## config.mk

```make
export PLATFORM = sky130hd
export DESIGN_NAME = uart_tx_buffered
export DESIGN_NICKNAME = d
export VERILOG_FILES = /design/src/rtl/uart_tx_buffered.sv
export SDC_FILE = /design/constraint.sdc
export NUM_CORES = 1
export LEC_CHECK = 0
export ABC_CLOCK_PERIOD_IN_PS = 3300
export BUFFER_PORTS_ARGS = -buffer_cell sky130_fd_sc_hd__buf_2
export CELL_PAD_IN_SITES_DETAIL_PLACEMENT = 1
export CELL_PAD_IN_SITES_GLOBAL_PLACEMENT = 2
export CORE_UTILIZATION = 37
export CTS_BUF_LIST = sky130_fd_sc_hd__clkbuf_16
export CTS_CLUSTER_DIAMETER = 30
export DETAILED_ROUTE_END_ITERATION = 10
export PLACE_DENSITY = 0.73
export SYNTH_ARGS = -nofsm -noshare
export SYNTH_HDL_FRONTEND = slang
export SYNTH_SLANG_ARGS = --single-unit
```

## constraint.sdc

```tcl
create_clock -name clk -period 3.3 [get_ports clk]
set_input_delay 0.825 -clock clk [delete_from_list [all_inputs] [get_ports clk]]
set_output_delay 0.825 -clock clk [all_outputs]
set_load 0.01 [all_outputs]
```

## src/rtl/uart_tx_buffered.sv

```systemverilog
// uart_tx_buffered: FIFO-buffered 8N1 UART transmitter with per-frame done pulse and sticky overflow flag
module uart_tx_buffered #(
    parameter int CLKS_PER_BIT = 5208,
    parameter int FIFO_DEPTH   = 4,
    parameter int STOP_BITS    = 1
) (
    input  logic       clk,
    input  logic       reset,
    input  logic       tx_write,
    input  logic [7:0] tx_bus,
    output logic       tx,
    output logic       tx_done,
    output logic       tx_full,
    output logic       tx_empty,
    output logic       tx_busy,
    output logic       tx_overflow
);
    localparam int AW = $clog2(FIFO_DEPTH);
    localparam int CW = AW + 1;
    localparam int TW = $clog2(STOP_BITS * CLKS_PER_BIT);
    localparam logic [TW-1:0] BIT_T  = TW'(CLKS_PER_BIT - 1);
    localparam logic [TW-1:0] STOP_T = TW'(STOP_BITS * CLKS_PER_BIT - 1);
    typedef enum logic [1:0] {IDLE, START, DATA, STOP} state_t;
    state_t        state_q;
    logic [7:0]    mem_q [FIFO_DEPTH];
    logic [AW-1:0] wp_q, rp_q;
    logic [CW-1:0] count_q, count_d;
    logic [TW-1:0] timer_q;
    logic [2:0]    idx_q;
    logic [7:0]    shift_q;
    logic          tx_q, done_q, full_q, empty_q, ovf_q, pop, wr;
    always_comb begin
        pop     = count_q != '0 && (state_q == IDLE || (state_q == STOP && timer_q == '0));
        wr      = tx_write && (count_q < CW'(FIFO_DEPTH) || pop);
        count_d = count_q + CW'(wr) - CW'(pop);
    end
    always_ff @(posedge clk) begin
        if (reset) begin
            state_q <= IDLE;
            wp_q    <= '0;
            rp_q    <= '0;
            count_q <= '0;
            timer_q <= '0;
            idx_q   <= '0;
            shift_q <= '0;
            tx_q    <= 1'b1;
            done_q  <= 1'b0;
            full_q  <= 1'b0;
            empty_q <= 1'b1;
            ovf_q   <= 1'b0;
        end else begin
            done_q  <= 1'b0;
            count_q <= count_d;
            full_q  <= count_d == CW'(FIFO_DEPTH);
            empty_q <= count_d == '0;
            ovf_q   <= ovf_q | (tx_write & ~wr);
            if (wr) begin
                mem_q[wp_q] <= tx_bus;
                wp_q        <= wp_q + AW'(1);
            end
            if (pop) rp_q <= rp_q + AW'(1);
            case (state_q)
                IDLE: if (pop) begin
                    shift_q <= mem_q[rp_q];
                    timer_q <= BIT_T;
                    tx_q    <= 1'b0;
                    state_q <= START;
                end
                START: if (timer_q == '0) begin
                    timer_q <= BIT_T;
                    idx_q   <= '0;
                    tx_q    <= shift_q[0];
                    state_q <= DATA;
                end else timer_q <= timer_q - TW'(1);
                DATA: if (timer_q == '0) begin
                    if (idx_q == 3'd7) begin
                        timer_q <= STOP_T;
                        tx_q    <= 1'b1;
                        state_q <= STOP;
                    end else begin
                        timer_q <= BIT_T;
                        idx_q   <= idx_q + 3'd1;
                        shift_q <= shift_q >> 1;
                        tx_q    <= shift_q[1];
                    end
                end else timer_q <= timer_q - TW'(1);
                STOP: if (timer_q == '0) begin
                    done_q <= 1'b1;
                    if (pop) begin
                        shift_q <= mem_q[rp_q];
                        timer_q <= BIT_T;
                        tx_q    <= 1'b0;
                        state_q <= START;
                    end else state_q <= IDLE;
                end else timer_q <= timer_q - TW'(1);
                default: state_q <= IDLE;
            endcase
        end
    end
    assign tx          = tx_q;
    assign tx_done     = done_q;
    assign tx_full     = full_q;
    assign tx_empty    = empty_q;
    assign tx_busy     = state_q != IDLE;
    assign tx_overflow = ovf_q;
endmodule

```

# Word level (Yosys, flattened, before mapping)
# Memories as Yosys holds them, arrays and structs flattened. A register that Yosys moved wholly into a read port is not among the register bits.
# Index checks and enable logic that the tools add are counted.
# op_classes
magnitude_cmp	1
n_addsub	6
n_bitwise	4
eq_ne	11
div	0
n_mux	32
n_mul	0
reduce_logical	18
shift	0
# ops
operator	count
13-bit 2-to-1 mux	3
13-bit case mux with 3 select lines	1
8-bit 2-to-1 mux	4
8-bit case mux with 3 select lines	1
2-bit 2-to-1 mux	7
13-bit logical NOT	1
13-bit by 1-bit subtractor with 13-bit output, second input constant	1
1-bit 2-to-1 mux	10
2-bit != test, second input constant	5
3-bit 2-to-1 mux	3
2-bit case mux with 4 select lines	1
4-bit AND reduction	2
3-bit equality test, second input constant	2
3-bit case mux with 2 select lines	1
3-bit nonzero test	2
5-bit AND reduction	1
2-bit by 1-bit adder with 2-bit output, second input constant	2
2-bit equality test, second input constant	2
1-bit case mux with 4 select lines	1
2-bit nonzero test	2
2-bit OR reduction	2
3-bit by 1-bit adder with 3-bit output	1
3-bit by 1-bit adder with 3-bit output, second input constant	1
1-bit logical AND	3
other kinds (11)	13
# word_totals
latchBits	0
input_bits	11
mem_bits_rw	32
n_memories	1
output_inout_bits	6
register_bits	38
rom_bits	0
# mem_list
name	depth	width	read_ports	rd_ports_with_merged_regs	wr	line_no	rtl
mem_q	4	8	1	1	1	25	logic [7:0] mem_q [FIFO_DEPTH];

# Logic depth before layout (Yosys ltp)
# logic_depth
word_depth	9
ltp_mapped	15

# Least setup slack after synthesis
# No wires, ideal clock.
# synth_timing
path_type	flip-flop to flip-flop
start	reg timer_q[4]
end	reg full_q (netlist: tx_full)
period_less_slack_ns	3.060
path_stages_with_launch	15
setup_time_ns	0.116
arrival_ns	2.944
slack_ns	0.240
path_cell_list	dfxtp_1 buf_6 or4_4 buf_6 nor4_2 o21ai_1 ha_1 inv_1 ha_1 inv_1 fa_1 xor2_1 xnor2_1 nor2_1 and3_1
# synth_between
elab_chain_len	9
# synth_lines
item	line_no	rtl
from (decl)	28	logic [TW-1:0] timer_q;
from (signal assigned)	74	end else timer_q <= timer_q - TW'(1);
from (signal assigned)	86	end else timer_q <= timer_q - TW'(1);
from (signal assigned)	95	end else timer_q <= timer_q - TW'(1);
13-bit logical NOT (*)	33	pop = count_q != '0 && (state_q == IDLE || (state_q == STOP && timer_q == '0));
1-bit logical AND (*)	33	
1-bit logical OR (*)	33	
1-bit logical AND (*)	33	
1-bit logical OR	34	wr = tx_write && (count_q < CW'(FIFO_DEPTH) || pop);
1-bit logical AND	34	
3-bit by 1-bit adder with 3-bit output	35	count_d = count_q + CW'(wr) - CW'(pop);
3-bit by 1-bit subtractor with 3-bit output (*)	35	
3-bit equality test (*)	54	full_q <= count_d == CW'(FIFO_DEPTH);
to (signal assigned)	54	
to (decl)	31	logic tx_q, done_q, full_q, empty_q, ovf_q, pop, wr;
# Every way passes the cells marked *; elsewhere a longest branch is shown, timed or not.
# A chain may end at the register's enable or synchronous reset.

# Worst setup path after layout
# layout_timing
start	reg timer_q[0]
end	reg full_q (netlist: tx_full)
# Same word-level chain as after synthesis.

==> out/qor.csv <==
stage;metric;value;unit
outcome;status;finished clean;
routing;final wirelength;7.47;mm
floorplanning;Starting Density;38.8;%
placed_design;RD Place Congestion;0.701;
min_path;Hold Path End;idx_q[1];
floorplanning;core box area;8850;µm²
layout;Post-Layout Cell Count;438;
routing;routed vias;2369;
grt;total grt overflow;0;
clock_network;clk root buf;clkbuf_16;
logic_synthesis;Cell Area, Synth;3430;µm²
logic_synthesis;sequential fraction of the synthesis area;51.3;%
layout;Multi-input gate area;1550;µm²
worst_setup_path;Reg2Reg Launch Point;timer_q[0];
clock_network;Num CTS Buffers;9;
floorplanning;Die W;98.3;µm
pwr;Cell Pwr Density;986;nW/µm²
routing;DRC;0;
layout;# diodes;0;
pwr;Leak;1.47;nW
placed_design;post-placement setup slack;0.177;ns
sta;setup_tns;0;ns
sta;Slew @ Worst Pin;0.782;ns
min_path;HP Start;idx_q[1];
sta;Tmin final;3.09;ns
worst_setup_path;Critical Path AT;3.32;ns
sta;final slew viol count;0;
grt;vias in the first global route;2467;
sta;RSZ-0062 raised after global routing;false;
worst_setup_path;CP Max Fanout;5;
layout;FILL cells;969;
clock_network;Hold-fix buffers, CTS;0;
clock_network;CTS tree;done;
logic_synthesis;top_reg_cell synth;dfxtp_1;
min_path;Hold Crit Depth;2;
sta;Fmax achieved;0.323;GHz
layout;area added between synthesis and finish;15.3;%
grt;first-pass GRT wire length;12.5;mm
grt;initial antenna violation count;0;
worst_setup_path;Worst R2R End;tx_full;
clock_network;CTS clock-pin slew for the worst setup and hold paths;0.07;ns
worst_setup_path;Reg2Reg Depth;14;
clock_network;post_cts resized;0;
layout;share of post-route cells with drive strength above 1;20.3;%
clock_network;H-tree levels;3;
routing;ANT nets after route;0;
sta;crit share post-route;93.7;%
floorplanning;Die H;98.3;µm
pwr;Worst IR Drop VDD;341;µV
logic_synthesis;Post-Syn Area per Cell;11.4;µm²
worst_setup_path;setup slack, reg-to-reg;0.21;ns
clock_network;clock sink count;72;
worst_setup_path;critical path capture point type;flip-flop;
worst_setup_path;worst path required time;3.53;ns
floorplanning;DIE AREA;9670;µm²
logic_synthesis;Yosys Warn Count;0;
routing;first-pass detailed-route iteration total;4;
clock_network;Post-CTS Setup Inserts;0;
layout;nets@finish;352;
worst_setup_path;critical path class;reg2reg;
routing;per-cell routed wire length;17.1;µm
sta;endpoints failing setup;0;
worst_setup_path;CP Launch Type;flip-flop;
sta;PnR worst setup slack;0.208;ns
routing;number of DRC markers in iteration 0;111;
sta;Rel. slew slack;47.9;%
sta;final hold vios;0;
logic_synthesis;Synth async-reset ratio;0;%
sta;Worst Skew;0.0105;ns
pwr;PnR Total Power;3.90;mW
floorplanning;# rows;34;
logic_synthesis;syn nets;327;
clock_network;Max Buffers Root-to-Sink;2;
placed_design;Port Buffer Count;16;
routing;routed vias/inst;5.41;
logic_synthesis;EDFF count, synth;32;
logic_synthesis;Unique masters post-synth;57;
floorplanning;# IOs;17;
clock_network;Worst-Skew Late Latency;0.33;ns
logic_synthesis;Gate Count Post-Synth;300;
grt;gr usage total;16.8;%
min_path;hold crit path type;reg2reg;
placed_design;placed cells;422;
grt;largest net degree at the start of global routing;20;
job;MaxCap Viol Count;0;
placed_design;Post-DP HPWL;5.36;mm
logic_synthesis;#FFs+latches synth;72;
layout;FF/Latch Area;1760;µm²
-- placed cells by master, fill, tap and decap left out, types with 4 or more instances in the layout --
cell type,count
a211oi_1,4
clkbuf_16,9
nand2_1,11
o21ai_0,9
o31ai_1,5
o22ai_1,5
a21oi_1,17
buf_4,13
ha_1,15
and2_1,5
nor3_1,10
nand3_1,7
nor2_1,32
mux2i_1,12
dfxtp_1,40
mux4_2,8
xnor2_1,7
edfxtp_1,32
inv_1,14
buf_2,16
nor4_1,4
-- worst max-delay path: stages, from the launching register on --
cell and delay [ns]:
dfxtp_1 0.35, inv_1 0.11, ha_1 0.18, or4b_1 0.52, nor4_4 0.21, o21ai_1 0.12, ha_1 0.28, inv_1 0.06
ha_1 0.14, inv_1 0.05, fa_1 0.37, xor2_1 0.18, xnor2_1 0.14, nor2_1 0.08, and3_1 0.19
-- how the worst max path moves through the flow --
stage,start,end,cells past startpoint
after global routing,timer_q[0],tx_full,14
after floorplan,timer_q[4],tx_full,14
after global placement,timer_q[0],tx_full,14
after detailed placement,timer_q[0],tx_full,14
after CTS,timer_q[0],tx_full,14
final,timer_q[0],tx_full,14
-- Yosys cell counts, types with 3 or more instances --
master	count	share of area, %
xnor2_1	7	1.8
o22ai_1	5	0.91
inv_1	14	1.5
a211oi_2	3	1.1
nand2_1	11	1.2
a211oi_1	4	0.87
nor3_1	10	1.5
buf_6	3	0.98
mux2i_1	12	3.5
nor4_1	4	0.73
nor2b_1	3	0.55
o31ai_1	5	1.1
ha_1	15	5.5
o21ai_0	9	1.3
a21oi_1	17	2.5
edfxtp_1	32	28
mux4_2	8	5.2
dfxtp_1	40	23
nand3_1	7	1.0
clkbuf_1	9	0.98
and2_1	5	0.91
nor2_1	32	3.5
-- state kept, by name, summed over array words and instances, names as in the netlist, named ones only --
name / count
mem_q: 32
timer_q: 13
shift_q: 8
count_q: 3
idx_q: 3
rp_q: 2
state_q: 2
wp_q: 2
tx: 1
tx_done: 1
tx_empty: 1
tx_full: 1
tx_overflow: 1
-- report_power, final --
part           internal, mW  leakage, nW  switching [mW]
Combinational         0.713        0.717           0.972
Sequential             1.12        0.619           0.168
Clock                 0.522        0.131           0.411
-- layer usage --
metal / share of wire (%) / global-route usage (%)
met1: 49 / 22.5
met2: 48 / 27.8
met3: 2.4 / 3.22
met4: 0.91 / 4.82
met5: 0 / 0
-- kinds of logic (layout without fill, tap and decap cells) --
kind of cell               Yosys count  after routing  share of synthesized area, %
muxes                               20             20                          8.75
adders and majority gates           16             16                          6.05
AOI/OAI and AO/OA                   67             67                          14.2
and+or+nand+nor                     88             88                          13.8
DFF                                 72             72                          51.3
buffers and inverters               29             59                          3.90
xor gates and xnor gates             8              8                          2.04
-- stage by stage --
step	area, µm²	utilization (%)	hold WS (ns)
after global placement	3660	41.4	0.449
after global routing	3960	44.7	0.501
after floorplan	3430	-	0.450
final	3960	44.7	0.473
after detailed placement	3660	41.4	0.459
after CTS	3950	44.6	0.477
-- cell type report --
cell class	count	share of cell area, %
inverter	14	1.33
multi-input combinational	199	39.1
sequential	72	44.5
timing repair buffer	29	4.49
tap	108	3.41
clock buffer	9	5.69
clock inverter	7	1.52
Note: power is estimated with default switching activity, not from simulation.
